$ cat src/rtl/mem_port_arbiter.sv
// Single-port memory arbiter, data over fetch with a streak cap (ARB_STATS_EN adds grant counters).
// Grant is combinational, read data returns registered 2 edges after grant; requesters stall by holding req until gnt.
module mem_port_arbiter #(
    parameter int ADDR_W       = 32,
    parameter int DATA_W       = 32,
    parameter int MAX_D_STREAK = 4
) (
    input  logic              clk_i,
    input  logic              reset_i,
    input  logic              if_req_i,
    input  logic [ADDR_W-1:0] if_addr_i,
    output logic              if_gnt_o,
    output logic              if_rvalid_o,
    output logic [DATA_W-1:0] if_rdata_o,
    input  logic              d_req_i,
    input  logic              d_we_i,
    input  logic [ADDR_W-1:0] d_addr_i,
    input  logic [DATA_W-1:0] d_wdata_i,
    output logic              d_gnt_o,
    output logic              d_rvalid_o,
    output logic [DATA_W-1:0] d_rdata_o,
    input  logic              flush_i,
    output logic [ADDR_W-1:0] mem_addr_o,
    output logic [DATA_W-1:0] mem_wdata_o,
    output logic              mem_r_not_w_o,
    input  logic [DATA_W-1:0] mem_rdata_i
`ifdef ARB_STATS_EN
    ,
    output logic [15:0]       if_gnt_cnt_o,
    output logic [15:0]       d_gnt_cnt_o
`endif
);

    localparam logic [1:0] ST_NONE = 2'd0;
    localparam logic [1:0] ST_IF   = 2'd1;
    localparam logic [1:0] ST_D    = 2'd2;
    localparam logic [7:0] STREAK_MAX = 8'(MAX_D_STREAK);

    logic [1:0]        pend_q;
    logic              pend_kill_q;
    logic [7:0]        streak_q;
    logic [ADDR_W-1:0] addr_q;
    logic [DATA_W-1:0] wdata_q;
    logic              fetch_wins;

    always_comb begin
        fetch_wins    = if_req_i && (!d_req_i || (streak_q == STREAK_MAX));
        if_gnt_o      = !reset_i && fetch_wins;
        d_gnt_o       = !reset_i && d_req_i && !fetch_wins;
        mem_r_not_w_o = 1'b1;
        mem_addr_o    = addr_q;
        mem_wdata_o   = wdata_q;
        if (if_gnt_o) begin
            mem_addr_o = if_addr_i;
        end else if (d_gnt_o) begin
            mem_addr_o    = d_addr_i;
            mem_wdata_o   = d_wdata_i;
            mem_r_not_w_o = ~d_we_i;
        end
    end

    always_ff @(posedge clk_i or posedge reset_i) begin
        if (reset_i) begin
            pend_q      <= ST_NONE;
            pend_kill_q <= 1'b0;
            streak_q    <= 8'd0;
            addr_q      <= '0;
            wdata_q     <= '0;
            if_rvalid_o <= 1'b0;
            if_rdata_o  <= '0;
            d_rvalid_o  <= 1'b0;
            d_rdata_o   <= '0;
        end else begin
            // A flush in the grant cycle is remembered so that return is dropped too.
            if (if_gnt_o) begin
                pend_q      <= ST_IF;
                pend_kill_q <= flush_i;
            end else if (d_gnt_o && !d_we_i) begin
                pend_q      <= ST_D;
                pend_kill_q <= 1'b0;
            end else begin
                pend_q      <= ST_NONE;
                pend_kill_q <= 1'b0;
            end

            addr_q  <= mem_addr_o;
            wdata_q <= mem_wdata_o;

            if (if_gnt_o || !if_req_i) begin
                streak_q <= 8'd0;
            end else if (d_gnt_o && (streak_q != STREAK_MAX)) begin
                streak_q <= streak_q + 8'd1;
            end

            if_rvalid_o <= (pend_q == ST_IF) && !pend_kill_q && !flush_i;
            if ((pend_q == ST_IF) && !pend_kill_q && !flush_i) begin
                if_rdata_o <= mem_rdata_i;
            end

            d_rvalid_o <= (pend_q == ST_D);
            if (pend_q == ST_D) begin
                d_rdata_o <= mem_rdata_i;
            end
        end
    end

`ifdef ARB_STATS_EN
    always_ff @(posedge clk_i or posedge reset_i) begin
        if (reset_i) begin
            if_gnt_cnt_o <= 16'd0;
            d_gnt_cnt_o  <= 16'd0;
        end else begin
            if (if_gnt_o && (if_gnt_cnt_o != 16'hFFFF)) begin
                if_gnt_cnt_o <= if_gnt_cnt_o + 16'd1;
            end
            if (d_gnt_o && (d_gnt_cnt_o != 16'hFFFF)) begin
                d_gnt_cnt_o <= d_gnt_cnt_o + 16'd1;
            end
        end
    end
`endif

endmodule

$ cat config.mk
export PLATFORM = sky130hd
export DESIGN_NAME = mem_port_arbiter
export DESIGN_NICKNAME = d
export VERILOG_FILES = /design/src/rtl/mem_port_arbiter.sv
export SDC_FILE = /design/constraint.sdc
export NUM_CORES = 1
export LEC_CHECK = 0
export ABC_AREA = 1
export BUFFER_PORTS_ARGS = -buffer_cell sky130_fd_sc_hd__buf_4
export CAP_MARGIN = 10
export CORE_AREA = 2 2 121 123
export CTS_CLUSTER_SIZE = 24
export DETAILED_ROUTE_END_ITERATION = 16
export DIE_AREA = 0 0 123 125
export PLACE_DENSITY_LB_ADDON = 0.08
export SYNTH_ARGS = -nofsm -noshare
export SYNTH_HDL_FRONTEND = slang
export SYNTH_SLANG_ARGS = --single-unit
$ cat constraint.sdc
create_clock -name clk_i -period 18.57 [get_ports clk_i]
set_input_delay 5.571 -clock clk_i [delete_from_list [all_inputs] [get_ports clk_i]]
set_output_delay 5.571 -clock clk_i [all_outputs]
set_load 0.01 [all_outputs]
==> impl_metrics.json <==
{
  "arrival_ns": 8.23,
  "crit_type": "input port to output pin",
  "ys_ff_latch": 141,
  "ir_worst_vdd_mv": 0.04914,
  "wl_per_cell_um": 13.13,
  "ys_types": 26,
  "via_count": 5295,
  "dp_cells": 1133,
  "postCtsHoldBufs": 0,
  "cts_tree": "built",
  "crit_family": "buffers and inverters",
  "synth_top_flop_cell": "dfrtp_1",
  "setup.worst_path.end_class": "output pin",
  "antenna_found_initial": 0,
  "syn-num-nets": 853,
  "cpPeakStageDelay_ns": 0.55,
  "synthArstFlopShare": 1.000,
  "ant_nets": 0,
  "layout_common_cells": "nand2_1, buf_4, dfrtp_1",
  "n_fill_cell": 1303,
  "clkLatencyLatePin_ns": 0.41,
  "setup_violations": 0,
  "final_common_cell": "nand2_1",
  "wl_um": 15300,
  "first_pass_iters": 4,
  "clock_sinks": 141,
  "grt_pass1_vias": 4999,
  "ys_seq_area_frac": 0.5726,
  "drive_above_1_share": 0.3496,
  "fin_skew_ns": 0.008047,
  "finalCritPeriodShare": 0.7430,
  "cts_buffer_depth": 2,
  "post_drt_via_cell_ratio": 4.545,
  "design_area_sq_um": 8859,
  "syn_area_sq_um": 6162,
  "cts_setup_buffers": 0,
  "status": "finished, final reports clean",
  "cts_resized": 0,
  "die_h_um": 125,
  "worstPathMaxFanout": 86,
  "p_total_w": 0.0009756,
  "nNetsFinal": 1105,
  "core_sq_um": 14200,
  "crit_slowest_cell": "inv_6",
  "place_hpwl_um": 10330,
  "syn_to_final_growth_pct": 43.76,
  "grt_overflow": 0,
  "grt_pass1_wl_um": 24920,
  "cts_made_buffers": 17,
  "cp-start-kind": "input port",
  "fmax_mhz": 72.48,
  "n_antenna_cell": 0,
  "max-cap-violations": 0,
  "cp.required_ns": 13.00,
  "period_needed_ns": 13.80,
  "die_w_um": 123,
  "drcViolationCount": 0,
  "drt-initial-drc-count": 298,
  "hp-class": "flop to flop",
  "tns_ns": 0,
  "htreeDepth": 4,
  "worst_slew_margin_rel": 0.3962,
  "die-area_sq_um": 15380,
  "num_rows": 44,
  "synth_edf_count": 0,
  "power_leakage_nw": 4.935,
  "ios": 267,
  "netlist_instances": 717,
  "synth_area_per_cell_sq_um": 8.594,
  "tightest_slew_ns": 0.9044,
  "grt_setup_unrepaired": "false",
  "grt.total_usage": 0.2051,
  "crit_chain": "buf_4, inv_6, nand2_1, inv_2, buf_4, nand2_4, inv_2, nand2_1, nand2_1, buf_4",
  "start_util": 0.4338,
  "powerDensity_nw_per_um2": 110.1,
  "grt_max_degree": 87,
  "yosys_warnings": 0,
  "port_buffers": 266,
  "gp_congestion": 0.8272,
  "clkTransAtPathRegs_ns": 0.06,
  "post_dp_cell_area_sq_um": 8187,
  "root_buffer": "clkbuf_16",
  "crit_buf_inv": 6,
  "timing.final.hold_violations": 0,
  "slew_viol_final": 0,
  "final_cells": 1165
}
-- stage by stage --
stage	setup slack, ns	utilization	hold WS [ns]
final	4.773	0.6237	0.4688
after global routing	4.352	0.6237	0.4975
after CTS	4.706	0.6223	0.4713
after detailed placement	4.706	0.5764	0.4629
after global placement	4.725	0.5764	0.4620
after floorplan	4.851	-	0.4238
-- power by group --
part           internal (W)  switching (W)  total (W)
Sequential         0.000359      0.0000215   0.000381
Clock              0.000242       0.000129   0.000372
Combinational      0.000114       0.000110   0.000223
-- synthesized netlist by cell type, types with 2 or more instances --
cell type | instances | area share
a21oi_1 | 2 | 0.0016
buf_2 | 10 | 0.0081
buf_4 | 3 | 0.0037
buf_6 | 9 | 0.016
clkbuf_1 | 12 | 0.0073
dfrtp_1 | 141 | 0.57
ha_1 | 2 | 0.0041
inv_1 | 73 | 0.044
inv_2 | 5 | 0.0030
nand2_1 | 298 | 0.18
nand2_4 | 2 | 0.0037
nand3_1 | 3 | 0.0024
nand3b_1 | 32 | 0.039
nand4_1 | 3 | 0.0030
nor2_1 | 12 | 0.0073
nor3_1 | 3 | 0.0024
o21ai_0 | 67 | 0.054
or2_2 | 32 | 0.032
-- registers in the layout (all words and copies together), names as in the netlist --
signal,count
pend_q,2
addr_q,32
d_rvalid_o,1
if_rdata_o,32
streak_q,8
pend_kill_q,1
d_rdata_o,32
if_rvalid_o,1
wdata_q,32
-- area by class of cell --
class / count / area [sq um] / share of cell area
Clock inverter: 13 / 212.7 / 0.02401
Tap cell: 184 / 230.2 / 0.02599
Timing Repair Buffer: 269 / 2032 / 0.2294
Clock buffer: 18 / 439.2 / 0.04958
Sequential cell: 141 / 3528 / 0.3983
Inverter: 78 / 297.8 / 0.03362
Multi-Input combinational cell: 462 / 2118 / 0.2391
-- metal layers --
layer  up-vias  routed length, um  global-route usage
li1       2700                  -                   -
met1      2406               6810              0.2740
met2       172               7210              0.3286
met3        17               1064             0.04608
met4         0                214             0.07286
met5         -                  0                   0
-- cells by family (layout without fill, tap and decap cells) --
group | count (synthesis) | after routing | synth area share
AOI/OAI and AO/OA | 70 | 70 | 0.05868
xor gates and xnor gates | 2 | 2 | 0.002843
adders and majority gates | 2 | 2 | 0.004060
buffers and inverters | 114 | 378 | 0.08447
DFF | 141 | 141 | 0.5726
and+or+nand+nor | 388 | 388 | 0.2774
-- path summary, 6_finish.rpt --
check | end | cells past startpoint | slack, ns | start
max | mem_wdata_o[15] | 10 | 4.77 | reset_i
min | d_rvalid_o$_DFF_PP0_ | 1 | 0.47 | pend_q[0]$_DFF_PP0_
max reg2reg | addr_q[13]$_DFF_PP0_ | 8 | 16.20 | streak_q[0]$_DFFE_PP0P_
min reg2reg | d_rvalid_o$_DFF_PP0_ | 1 | 0.47 | pend_q[0]$_DFF_PP0_
max in group asynchronous | d_rdata_o[26]$_DFFE_PP0P_ | 3 | 12.01 | reset_i
min in group asynchronous | addr_q[16]$_DFF_PP0_ | 2 | 5.32 | reset_i
No activity file was read; power rests on OpenSTA's default activity.
